--- config.mk ---
export PLATFORM = sky130hd
export DESIGN_NAME = control_edicion_campos
export DESIGN_NICKNAME = d
export VERILOG_FILES = /design/src/rtl/control_edicion_campos_pkg.sv /design/src/rtl/control_edicion_campos_detector_flanco.sv /design/src/rtl/control_edicion_campos.sv
export SDC_FILE = /design/constraint.sdc
export NUM_CORES = 1
export LEC_CHECK = 0
export ABC_AREA = 0
export CORE_MARGIN = 10
export CORE_UTILIZATION = 52
export DETAILED_ROUTE_END_ITERATION = 8
export GPL_ROUTABILITY_DRIVEN = 0
export PLACE_DENSITY = 0.87
export REMOVE_ABC_BUFFERS = 1
export SKIP_LAST_GASP = 1
export SLEW_MARGIN = 20
export SYNTH_ARGS = -nofsm -noshare
export SYNTH_HDL_FRONTEND = slang
export SYNTH_SLANG_ARGS = --single-unit
--- constraint.sdc ---
create_clock -name clk -period 2.95 [get_ports clk]
set_clock_uncertainty 0.05 [all_clocks]
set_input_delay 0.885 -clock clk [delete_from_list [all_inputs] [get_ports clk]]
set_output_delay 0.885 -clock clk [all_outputs]
set_load 0.02 [all_outputs]
--- src/rtl/control_edicion_campos_pkg.sv ---
// Shared definitions for the time/date edit-mode sequencer.
//   state_t     : sequencer states (2-bit encoding)
//   F_*         : field indices in edit order (sec, min, hour, day, month, year)
//   LIM_*       : upper limit of each field, sent to the data counter
package control_edicion_campos_pkg;

   typedef enum logic [1:0] {
      IDLE   = 2'd0,
      EDIT   = 2'd1,
      STORE  = 2'd2,
      COMMIT = 2'd3
   } state_t;

   localparam logic [2:0] F_SEG = 3'd0;
   localparam logic [2:0] F_MIN = 3'd1;
   localparam logic [2:0] F_HOR = 3'd2;
   localparam logic [2:0] F_DIA = 3'd3;
   localparam logic [2:0] F_MES = 3'd4;
   localparam logic [2:0] F_ANO = 3'd5;

   localparam int unsigned LIM_SEG = 59;
   localparam int unsigned LIM_MIN = 59;
   localparam int unsigned LIM_HOR = 23;
   localparam int unsigned LIM_DIA = 31;
   localparam int unsigned LIM_MES = 12;
   localparam int unsigned LIM_ANO = 99;

endpackage

--- src/rtl/control_edicion_campos_detector_flanco.sv ---
// Rising-edge detector for one synchronized button level.
//   clk   : system clock
//   rst   : asynchronous active-low reset
//   level : synchronized button level
//   rise  : one-clk pulse on a 0->1 transition; a held button gives one pulse
module detector_flanco (
   input  logic clk,
   input  logic rst,
   input  logic level,
   output logic rise
);

   logic prev_q;

   always_ff @(posedge clk or negedge rst) begin
      if (!rst) begin
         prev_q <= 1'b0;
      end else begin
         prev_q <= level;
      end
   end

   assign rise = level & ~prev_q;

endmodule

--- src/rtl/control_edicion_campos.sv ---
// Edit-mode sequencer for the time/date setting path.
//   clk, rst          : system clock, asynchronous active-low reset
//   tick              : one-cycle enable pulse, drives the inactivity timeout
//   btn_edit/next/up/down : synchronized button levels
//   cnt_in            : current value of the shared up/down data counter
//   wr_ack            : RTC writer has taken the bank
//   up_pulse/down_pulse : single-cycle strobes to the counter
//   W_R               : counter clear/hold (high holds the counter at 0)
//   condicion_c2      : limit of the selected field
//   field_sel         : index of the field being edited
//   edit_active       : high in EDIT and STORE
//   wr_req            : bank valid, RTC write requested
//   bank_out          : flattened field bank, field 0 in the LSBs
module control_edicion_campos
   import control_edicion_campos_pkg::*;
#(
   parameter int unsigned NUM_FIELDS    = 6,
   parameter int unsigned DW            = 7,
   parameter int unsigned TIMEOUT_TICKS = 30
) (
   input  logic                     clk,
   input  logic                     rst,
   input  logic                     tick,
   input  logic                     btn_edit,
   input  logic                     btn_next,
   input  logic                     btn_up,
   input  logic                     btn_down,
   input  logic [DW-1:0]            cnt_in,
   input  logic                     wr_ack,
   output logic                     up_pulse,
   output logic                     down_pulse,
   output logic                     W_R,
   output logic [DW-1:0]            condicion_c2,
   output logic [2:0]               field_sel,
   output logic                     edit_active,
   output logic                     wr_req,
   output logic [NUM_FIELDS*DW-1:0] bank_out
);

   localparam int unsigned TW         = $clog2(TIMEOUT_TICKS + 1);
   localparam logic [2:0]  LAST_FIELD = 3'(NUM_FIELDS - 1);

   logic edit_rise, next_rise, up_rise, down_rise;

   detector_flanco u_det_edit (.clk(clk), .rst(rst), .level(btn_edit), .rise(edit_rise));
   detector_flanco u_det_next (.clk(clk), .rst(rst), .level(btn_next), .rise(next_rise));
   detector_flanco u_det_up   (.clk(clk), .rst(rst), .level(btn_up),   .rise(up_rise));
   detector_flanco u_det_down (.clk(clk), .rst(rst), .level(btn_down), .rise(down_rise));

   state_t                             state_q;
   logic [2:0]                         field_q;
   logic [NUM_FIELDS-1:0][DW-1:0]      bank_q;
   logic [TW-1:0]                      tmo_q;
   logic                               commit_q;
   logic                               up_q, down_q, w_r_q, edit_act_q, wr_req_q;

   // Outputs are registered alongside the state so they change with it.
   always_ff @(posedge clk or negedge rst) begin
      if (!rst) begin
         state_q    <= IDLE;
         field_q    <= 3'd0;
         bank_q     <= '0;
         tmo_q      <= '0;
         commit_q   <= 1'b0;
         up_q       <= 1'b0;
         down_q     <= 1'b0;
         w_r_q      <= 1'b1;
         edit_act_q <= 1'b0;
         wr_req_q   <= 1'b0;
      end else begin
         up_q   <= 1'b0;
         down_q <= 1'b0;
         case (state_q)
            IDLE: begin
               if (edit_rise) begin
                  state_q    <= EDIT;
                  field_q    <= 3'd0;
                  tmo_q      <= '0;
                  w_r_q      <= 1'b0;
                  edit_act_q <= 1'b1;
               end
            end
            EDIT: begin
               if (edit_rise) begin
                  state_q  <= STORE;
                  commit_q <= 1'b1;
                  tmo_q    <= '0;
                  w_r_q    <= 1'b1;
               end else if (next_rise) begin
                  state_q  <= STORE;
                  commit_q <= (field_q == LAST_FIELD);
                  tmo_q    <= '0;
                  w_r_q    <= 1'b1;
               end else begin
                  // Simultaneous up and down cancel each other.
                  up_q   <= up_rise & ~down_rise;
                  down_q <= down_rise & ~up_rise;
                  if (up_rise || down_rise) begin
                     tmo_q <= '0;
                  end else if (tick) begin
                     if (tmo_q == TW'(TIMEOUT_TICKS - 1)) begin
                        // Abort: discard the session, bank untouched.
                        state_q    <= IDLE;
                        field_q    <= 3'd0;
                        tmo_q      <= '0;
                        w_r_q      <= 1'b1;
                        edit_act_q <= 1'b0;
                     end else begin
                        tmo_q <= tmo_q + TW'(1);
                     end
                  end
               end
            end
            STORE: begin
               bank_q[field_q] <= cnt_in;
               if (commit_q) begin
                  state_q    <= COMMIT;
                  edit_act_q <= 1'b0;
                  wr_req_q   <= 1'b1;
               end else begin
                  state_q <= EDIT;
                  field_q <= field_q + 3'd1;
                  w_r_q   <= 1'b0;
               end
            end
            COMMIT: begin
               if (wr_ack) begin
                  state_q  <= IDLE;
                  field_q  <= 3'd0;
                  commit_q <= 1'b0;
                  wr_req_q <= 1'b0;
               end
            end
            default: begin
               state_q <= IDLE;
            end
         endcase
      end
   end

   always_comb begin
      condicion_c2 = '0;
      case (field_q)
         F_SEG:   condicion_c2 = DW'(LIM_SEG);
         F_MIN:   condicion_c2 = DW'(LIM_MIN);
         F_HOR:   condicion_c2 = DW'(LIM_HOR);
         F_DIA:   condicion_c2 = DW'(LIM_DIA);
         F_MES:   condicion_c2 = DW'(LIM_MES);
         F_ANO:   condicion_c2 = DW'(LIM_ANO);
         default: condicion_c2 = '0;
      endcase
   end

   assign up_pulse    = up_q;
   assign down_pulse  = down_q;
   assign W_R         = w_r_q;
   assign field_sel   = field_q;
   assign edit_active = edit_act_q;
   assign wr_req      = wr_req_q;
   assign bank_out    = bank_q;

endmodule

==> results.json, run 1 <==
{
  "fp.dieArea_um2": 8800,
  "synth.top_cell.area_share_pct": 53.9,
  "synth.avg_cell_area_um2": 13.1,
  "outcome": "completed",
  "dpl_worst_slack_ns": 0.234,
  "h-tree-depth": 3,
  "die_h_um": 93.8,
  "cts_tree": "built",
  "vias_per_cell": 5.26,
  "dp_cells": 357,
  "syn_area_um2": 2830,
  "power_density_nw_per_um2": 769,
  "synth_most_common_cell": "dfrtp_1",
  "cts_buffers": 9,
  "setup_violations": 0,
  "min_from": "bank_out[21]$_DFFE_PN0P_",
  "yosysTopAreaCell": "dfrtp_1",
  "first_iter_violations": 95,
  "worstSetupPathDepth": 5,
  "start_util_pct": 54.4,
  "finalCritPeriodShare_pct": 96.2,
  "holdWs_ns": 0.455,
  "ys_async_sr_fraction_pct": 100,
  "r2r_setup_slack_ns": 0.71,
  "cp_slowest_cell": "clkdlybuf4s50_1",
  "die_width_um": 93.8,
  "synth-edff-count": 0,
  "yosys_register_bits": 62,
  "peakVddDrop_mv": 0.520,
  "core_um2": 5200,
  "clkLatencyLatePin_ns": 0.34,
  "syn2layout_area_growth_pct": 35.0,
  "diodes": 0,
  "drtAntennaViolNets": 0,
  "cpPeakStageDelay_ns": 0.60,
  "r2r-start": "state_q[0]$_DFFE_PN0P_",
  "cts_root_buffer": "clkbuf_8",
  "r2r_cells": 5,
  "crit_family": "buffers and inverters",
  "cp.arrival_ns": 1.90,
  "grt_pass1_vias": 2070,
  "required_ns": 2.02,
  "slew_violations": 0,
  "synth.yosys.seq_area_share_pct": 54.8,
  "wirelength_um": 6770,
  "post_layout_nonfiller_instances": 373,
  "cp-startpoint": "field_sel[1]$_DFFE_PN0P_",
  "gr-total-overflow": 0,
  "nNetsFinal": 326,
  "power.leakage_nw": 1.69,
  "grt_use_total_pct": 16.1,
  "cts.sinks": 62,
  "reg2reg_to": "bank_out[9]$_DFFE_PN0P_",
  "num_vias": 1962,
  "min_period_ns": 2.84,
  "cp-end-kind": "primary output",
  "first_pass_iters": 4,
  "rsz0062_at_grt": "no",
  "yosys_warnings": 0,
  "antenna_found_initial": 0,
  "synthDistinctLibCells": 37,
  "ys.flop_type": "dfrtp_1",
  "hold_viol_final": 0,
  "synth_area_leaders": "dfrtp_1 54%, mux2_2 17%, ha_1 5.7%",
  "drc": 0,
  "grt_pass1_wl_um": 10900,
  "cp_max_fo": 4,
  "min_path_type": "reg2reg",
  "crit_chain": "inv_1 -> ha_1 -> nand2_1 -> inv_1 -> clkdlybuf4s50_1",
  "hold_path_depth": 1,
  "io_pins": 72,
  "setup_tns_ns": 0,
  "maxSlewHeadroom_pct": 48.7,
  "cap_violations": 0,
  "max_freq_ghz": 0.352,
  "wl_per_cell_um": 18.2,
  "synth_cells": 216,
  "startpoint_type": "flip-flop",
  "worstMarginPinSlew_ns": 0.769,
  "rows": 26,
  "io_buffers": 71,
  "dp_hpwl_um": 5030,
  "critical_path_buf_inv_count": 3,
  "cts_hold_buf": 0,
  "crit_top_cell": "inv_1",
  "clk_pin_slew_ns": 0.07,
  "critical_path_class": "reg2out",
  "whs_endpoint": "bank_out[21]$_DFFE_PN0P_",
  "synth_common_cells": "61 x dfrtp_1, 42 x mux2_2, 16 x nand2_1, 13 x ha_1, 13 x o21ai_0",
  "grt_max_degree": 63,
  "drive_gt1_share_pct": 24.8,
  "fin_ws_ns": 0.112,
  "clockBufferDepth": 2
}
[routing by layer]
| layer | global-route usage (%) | routed length (um) | vias to the layer above |
|---|---|---|---|
| li1 | - | - | 938 |
| met1 | 18.3 | 2800 | 970 |
| met2 | 26.8 | 3510 | 46 |
| met3 | 6.24 | 370 | 8 |
| met4 | 5.70 | 91 | 0 |
| met5 | 0 | 0 | - |
[worst max path at each step]
| stage | end | slack, ns |
|---|---|---|
| after floorplan | condicion_c2[0] | 0.42 |
| after global placement | condicion_c2[1] | 0.31 |
| after detailed placement | condicion_c2[1] | 0.23 |
| after CTS | condicion_c2[2] | 0.008 |
| after global routing | condicion_c2[6] | 0.0006 |
| final | condicion_c2[6] | 0.11 |
[where the power goes]
part	internal [mW]	switching, mW
Clock	0.387	0.329
Combinational	0.506	0.593
Sequential	1.02	0.112
[layout by cell type (no fill, tap or decap), drive strengths merged, types with 2 or more instances in the layout]
cell type and n:
or2 2, a21o 2, clkinvlp 3, dlygate4sd2 3, nand4 4, o31ai 4, ha 13, or4 2
mux2i 3, dlymetal6s2s 2, nand2b 8, o21bai 2, clkinv 2, inv 10, clkdlybuf4s50 65, o211ai 2
o21ai 13, a21oi 5, nand2 16, clkbuf 10, a31oi 2, nor3 7, buf 5, nor2b 2
mux2 42, nand3 3, dfrtp 61
[state kept, by name, indices dropped and copies added, names as in the netlist, 2 cells and up]
register   flops
bank_out      42
tmo_q          5
field_sel      3
state_q        2
[worst register-to-register path: cells and delay by family, from the launching register on]
family / cells / cell delay [ns]
muxes: 1 / 0.41
buffers and inverters: 2 / 0.29
and+or+nand+nor: 1 / 0.66
adders and majority gates: 1 / 0.30
DFF: 1 / 0.42
[per-stage QoR]
| step | cell area (um2) | power (mW) | utilization, % |
|---|---|---|---|
| global placement | 3630 | 2.22 | 69.8 |
| floorplan | 2810 | 1.75 | - |
| global route | 3820 | 3.11 | 73.5 |
| CTS | 3820 | 2.98 | 73.4 |
| detailed placement | 3630 | 2.27 | 69.8 |
| finish | 3820 | 2.94 | 73.5 |
[layout make-up]
cell class	count	area [um2]
fillers	372	1380
inverters	10	37.5
multi-input cells	140	1220
clock buffers	10	128
repair buffers	75	737
well taps	70	87.6
flip-flops and latches	62	1550
clock inverters	6	62.6
[logic make-up after synthesis]
family                     Yosys count  share of synthesized area, %
DFF                                 62                          54.8
and+or+nand+nor                     49                          12.1
muxes                               45                          17.7
AOI/OAI and AO/OA                   33                          7.46
buffers and inverters               14                          2.21
adders and majority gates           13                          5.74
[timing repair]
item | 4_1_cts | 5_1_grt
gates cloned | 0 | 0
setup endpoints to repair | 4 | 2
buffers inserted | 0 | 0
endpoints found under the hold margin | 0 | 0
resized for setup | 4 | 2
pin swaps | 0 | 0
Power figures use the tool's default switching activity.
==> run 2: changes to the inputs <==
- CORE_UTILIZATION: 52 -> 45
- CTS_BUF_LIST: unset -> sky130_fd_sc_hd__clkbuf_4
- PLACE_DENSITY: 0.87 -> 0.77
==> results.json, run 2 (same netlist as run 1, synthesis figures left out) <==
{
  "met2_length_um": 3210,
  "routed.top_layer": "met4",
  "cts_tree": "built",
  "cap_violations": 0,
  "min_period_ns": 2.85,
  "core_um2": 6030,
  "io_buffers": 71,
  "setup_tns_ns": 0,
  "startpoint_type": "flip-flop",
  "first_iter_violations": 107,
  "diodes": 0,
  "drc": 0,
  "cts_setup_buffers": 0,
  "clk_pin_slew_ns": 0.12,
  "layout_common_cells": "64 x clkdlybuf4s50_1, 60 x dfrtp_1, 42 x mux2_2",
  "maxSlewHeadroom_pct": 55.6,
  "die_h_um": 99.4,
  "cp_max_fo": 6,
  "cpPeakStageDelay_ns": 0.48,
  "worstMarginPinSlew_ns": 0.662,
  "drive_gt1_share_pct": 25.8,
  "wl_met1_um": 2860,
  "h-tree-depth": 3,
  "antenna_found_initial": 0,
  "min_path_type": "in2async",
  "cts_root_buffer": "clkbuf_4",
  "cp-end-kind": "primary output",
  "max_freq_ghz": 0.351,
  "crit_chain": "inv_1 -> ha_1 -> a21o_1 -> nand2b_1 -> dlygate4sd2_1",
  "required_ns": 2.02,
  "grt_pass1_vias": 2063,
  "grt_pass1_wl_um": 11000,
  "wl_per_cell_um": 17.9,
  "slew_violations": 0,
  "mostFrequentLayoutCell": "clkdlybuf4s50_1",
  "io_pins": 72,
  "clkLatencyLatePin_ns": 0.41,
  "rsz0062_at_grt": "no",
  "cts_buffers": 9,
  "grt_use_total_pct": 13.9,
  "cp.arrival_ns": 1.91,
  "dpl_cell_area_um2": 3660,
  "critical_path_class": "reg2out",
  "cts.sinks": 62,
  "num_vias": 2009,
  "syn2layout_area_growth_pct": 35.0,
  "power.leakage_nw": 1.69,
  "cp_slowest_cell": "dfrtp_1",
  "grt_max_degree": 33,
  "finalCritPeriodShare_pct": 96.6,
  "fp.dieArea_um2": 9870,
  "setup_violations": 0,
  "cts_resized": 7,
  "wirelength_um": 6830,
  "vias_per_cell": 5.27,
  "start_util_pct": 47.0,
  "gr-total-overflow": 0,
  "drtAntennaViolNets": 0,
  "hold_viol_final": 0,
  "clockBufferDepth": 2,
  "largest_reg_flops": 42,
  "wl_met3_um": 703,
  "peakVddDrop_mv": 0.580,
  "outcome": "completed",
  "dp_hpwl_um": 5180,
  "nNetsFinal": 329,
  "die_width_um": 99.4,
  "final_area_um2": 3820,
  "fillers": 493,
  "cts_hold_buf": 0,
  "power_density_nw_per_um2": 766,
  "rows": 28,
  "first_pass_iters": 4
}
run 2: final cells by class:
type	instances	area, um2	share of cell area [%]
clock inverters	7	103	2.68
flip-flops and latches	62	1550	40.6
repair buffers	78	751	19.6
inverters	10	37.5	0.981
multi-input cells	140	1220	31.9
well taps	75	93.8	2.45
clock buffers	9	67.6	1.77
run 2: worst paths after layout:
path	startpoint	end	slack (ns)	cells after the start
max	field_sel[1]$_DFFE_PN0P_	condicion_c2[0]	0.10	5
max reg2reg	state_q[0]$_DFFE_PN0P_	bank_out[8]$_DFFE_PN0P_	0.71	5
min reg2reg	bank_out[26]$_DFFE_PN0P_	bank_out[26]$_DFFE_PN0P_	0.47	1
min	rst	bank_out[11]$_DFFE_PN0P_	0.43	2
max in group asynchronous	rst	field_sel[0]$_DFFE_PN0P_	2.09	2
min in group clk	bank_out[26]$_DFFE_PN0P_	bank_out[26]$_DFFE_PN0P_	0.47	1
run 2: worst max-delay path, delay by kind of cell, from the launching register on:
family | cells | cell delay, ns
AO/OA/AOI/OAI | 1 | 0.18
flip-flops | 1 | 0.48
AND/OR/NAND/NOR | 1 | 0.15
buffers and inverters | 2 | 0.46
adder cells (fa/ha/maj) | 1 | 0.24
run 2: stage by stage:
step	setup WS [ns]	total power [mW]	utilization, %	instances	hold slack (ns)
floorplan	0.418	1.75	-	212	0.446
global placement	0.325	2.25	60.8	365	0.437
detailed placement	0.271	2.28	60.8	365	0.442
CTS	0.105	2.97	63.5	381	0.419
global route	0.00222	3.10	63.5	381	0.443
finish	0.101	2.93	63.5	381	0.429
run 2: report_power, final:
group          total [mW]  switching, mW  internal (mW)
combinational        1.10          0.588          0.514
sequential           1.13          0.116           1.01
clock               0.700          0.345          0.355
run 2: layer usage:
metal	GRT usage [%]	vias up
met4	5.07	0
met1	15.9	980
met5	0	-
met2	21.2	71
li1	-	949
met3	7.89	9
==> run 3: changes to the inputs <==
- CORE_UTILIZATION: 45 -> 34
- CTS_BUF_LIST: sky130_fd_sc_hd__clkbuf_4 -> unset
- PLACE_DENSITY: 0.77 -> 0.62
==> results.json, run 3 (same netlist as run 1, synthesis figures left out) <==
{
  "outcome": "completed",
  "io_buffers": 71,
  "die_h_um": 111,
  "seq_area_um2": 1550,
  "cpPeakStageDelay_ns": 0.44,
  "vias_per_cell": 4.80,
  "cts_setup_buffers": 0,
  "fillers": 738,
  "power.leakage_nw": 1.76,
  "dp_hpwl_um": 5200,
  "cts_hold_buf": 0,
  "max_freq_ghz": 0.367,
  "antenna_found_initial": 0,
  "min_period_ns": 2.73,
  "h-tree-depth": 3,
  "final_area_um2": 3960,
  "cp_max_fo": 8,
  "drive_gt1_share_pct": 26.0,
  "cts_root_buffer": "clkbuf_8",
  "grt_pass1_wl_um": 11600,
  "diodes": 0,
  "crit_family": "buffers and inverters",
  "cts.sinks": 62,
  "drtAntennaViolNets": 0,
  "clkLatencyLatePin_ns": 0.33,
  "cap_violations": 0,
  "multi_input_area_um2": 1220,
  "crit_chain": "inv_1 -> ha_1 -> a21o_1 -> nand2b_1 -> dlygate4sd2_1",
  "cp_slowest_cell": "dfrtp_2",
  "fp.dieArea_um2": 12400,
  "first_pass_iters": 4,
  "gr-total-overflow": 0,
  "setup_tns_ns": 0,
  "largest_reg_flops": 42,
  "grt_pass1_vias": 2153,
  "hold_viol_final": 0,
  "finalCritPeriodShare_pct": 92.4,
  "fin_ws_ns": 0.223,
  "critical_path_buf_inv_count": 2,
  "worstMarginPinSlew_ns": 0.709,
  "clockBufferDepth": 2,
  "grt_max_degree": 32,
  "mostFrequentLayoutCell": "clkdlybuf4s50_1",
  "drc": 0,
  "dpl_worst_slack_ns": 0.262,
  "clk_pin_slew_ns": 0.07,
  "cts_tree": "built",
  "min_path_type": "reg2reg",
  "slew_violations": 0,
  "num_vias": 1983,
  "wl_per_cell_um": 17.2,
  "startpoint_type": "flip-flop",
  "layout_common_cells": "64 x clkdlybuf4s50_1, 60 x dfrtp_1, 42 x mux2_2",
  "required_ns": 2.02,
  "cp.arrival_ns": 1.79,
  "nNetsFinal": 331,
  "rows": 33,
  "wirelength_um": 7120,
  "syn2layout_area_growth_pct": 39.6,
  "cp-end-kind": "primary output",
  "first_iter_violations": 98,
  "critical_path_class": "reg2out",
  "finalPower_mw": 3.13,
  "dpl_cell_area_um2": 3710,
  "rsz0062_at_grt": "no",
  "post-route-util_pct": 48.4,
  "cts_buffers": 9,
  "io_pins": 72,
  "grt_use_total_pct": 11.6,
  "core_um2": 8180,
  "die_width_um": 111,
  "maxSlewHeadroom_pct": 52.7,
  "power_density_nw_per_um2": 792,
  "start_util_pct": 34.7,
  "peakVddDrop_mv": 0.364,
  "setup_violations": 0
}
run 3: report_power, final:
| part | leakage (nW) | switching, mW | internal [mW] |
|---|---|---|---|
| Clock | 0.121 | 0.329 | 0.562 |
| Combinational | 0.850 | 0.597 | 0.519 |
| Sequential | 0.793 | 0.110 | 1.02 |
run 3: path summary, 6_finish.rpt:
check                                         start                       end  slack [ns]  depth (start not counted)
hold / removal             bank_out[36]$_DFFE_PN0P_  bank_out[36]$_DFFE_PN0P_        0.46                          1
hold reg to reg            bank_out[36]$_DFFE_PN0P_  bank_out[36]$_DFFE_PN0P_        0.46                          1
setup / recovery           field_sel[0]$_DFFE_PN0P_           condicion_c2[0]        0.22                          5
max in group asynchronous                       rst           W_R$_DFFE_PN1P_        1.61                          2
min in group asynchronous                       rst  bank_out[14]$_DFFE_PN0P_        0.55                          1
setup reg to reg             state_q[0]$_DFFE_PN0P_   bank_out[8]$_DFFE_PN0P_        0.67                          5
run 3: final cells by class:
cell class / instances / area share, %
Clock buffer: 10 / 3.23
Clock inverter: 6 / 2.75
Inverter: 10 / 0.949
Multi-Input combinational cell: 140 / 30.8
Sequential cell: 62 / 39.3
Tap cell: 105 / 3.32
Timing Repair Buffer: 80 / 19.6
run 3: worst reg2reg max path: stages, from the launching register on:
cell and delay, ns:
dfrtp_1 0.42, inv_1 0.14, ha_1 0.32, inv_1 0.17
nor4_4 0.67, mux2_2 0.41
run 3: layer usage:
metal  GRT usage [%]  share of wire (%)  vias up
met5               0                  0        -
met4            1.89               0.62        0
met3            7.95                 12        6
met2            18.1                 47       57
met1            13.1                 41      977
li1                -                  -      943
run 3: through the flow:
step	std cells	hold slack [ns]
after floorplan	212	0.446
after global placement	397	0.436
after detailed placement	397	0.443
after CTS	413	0.461
after global routing	413	0.472
final	413	0.457
run 3: repair_timing:
action,CTS,global route
endpoints found under the setup margin,4,3
gates resized for setup,4,3
cloned,0,0
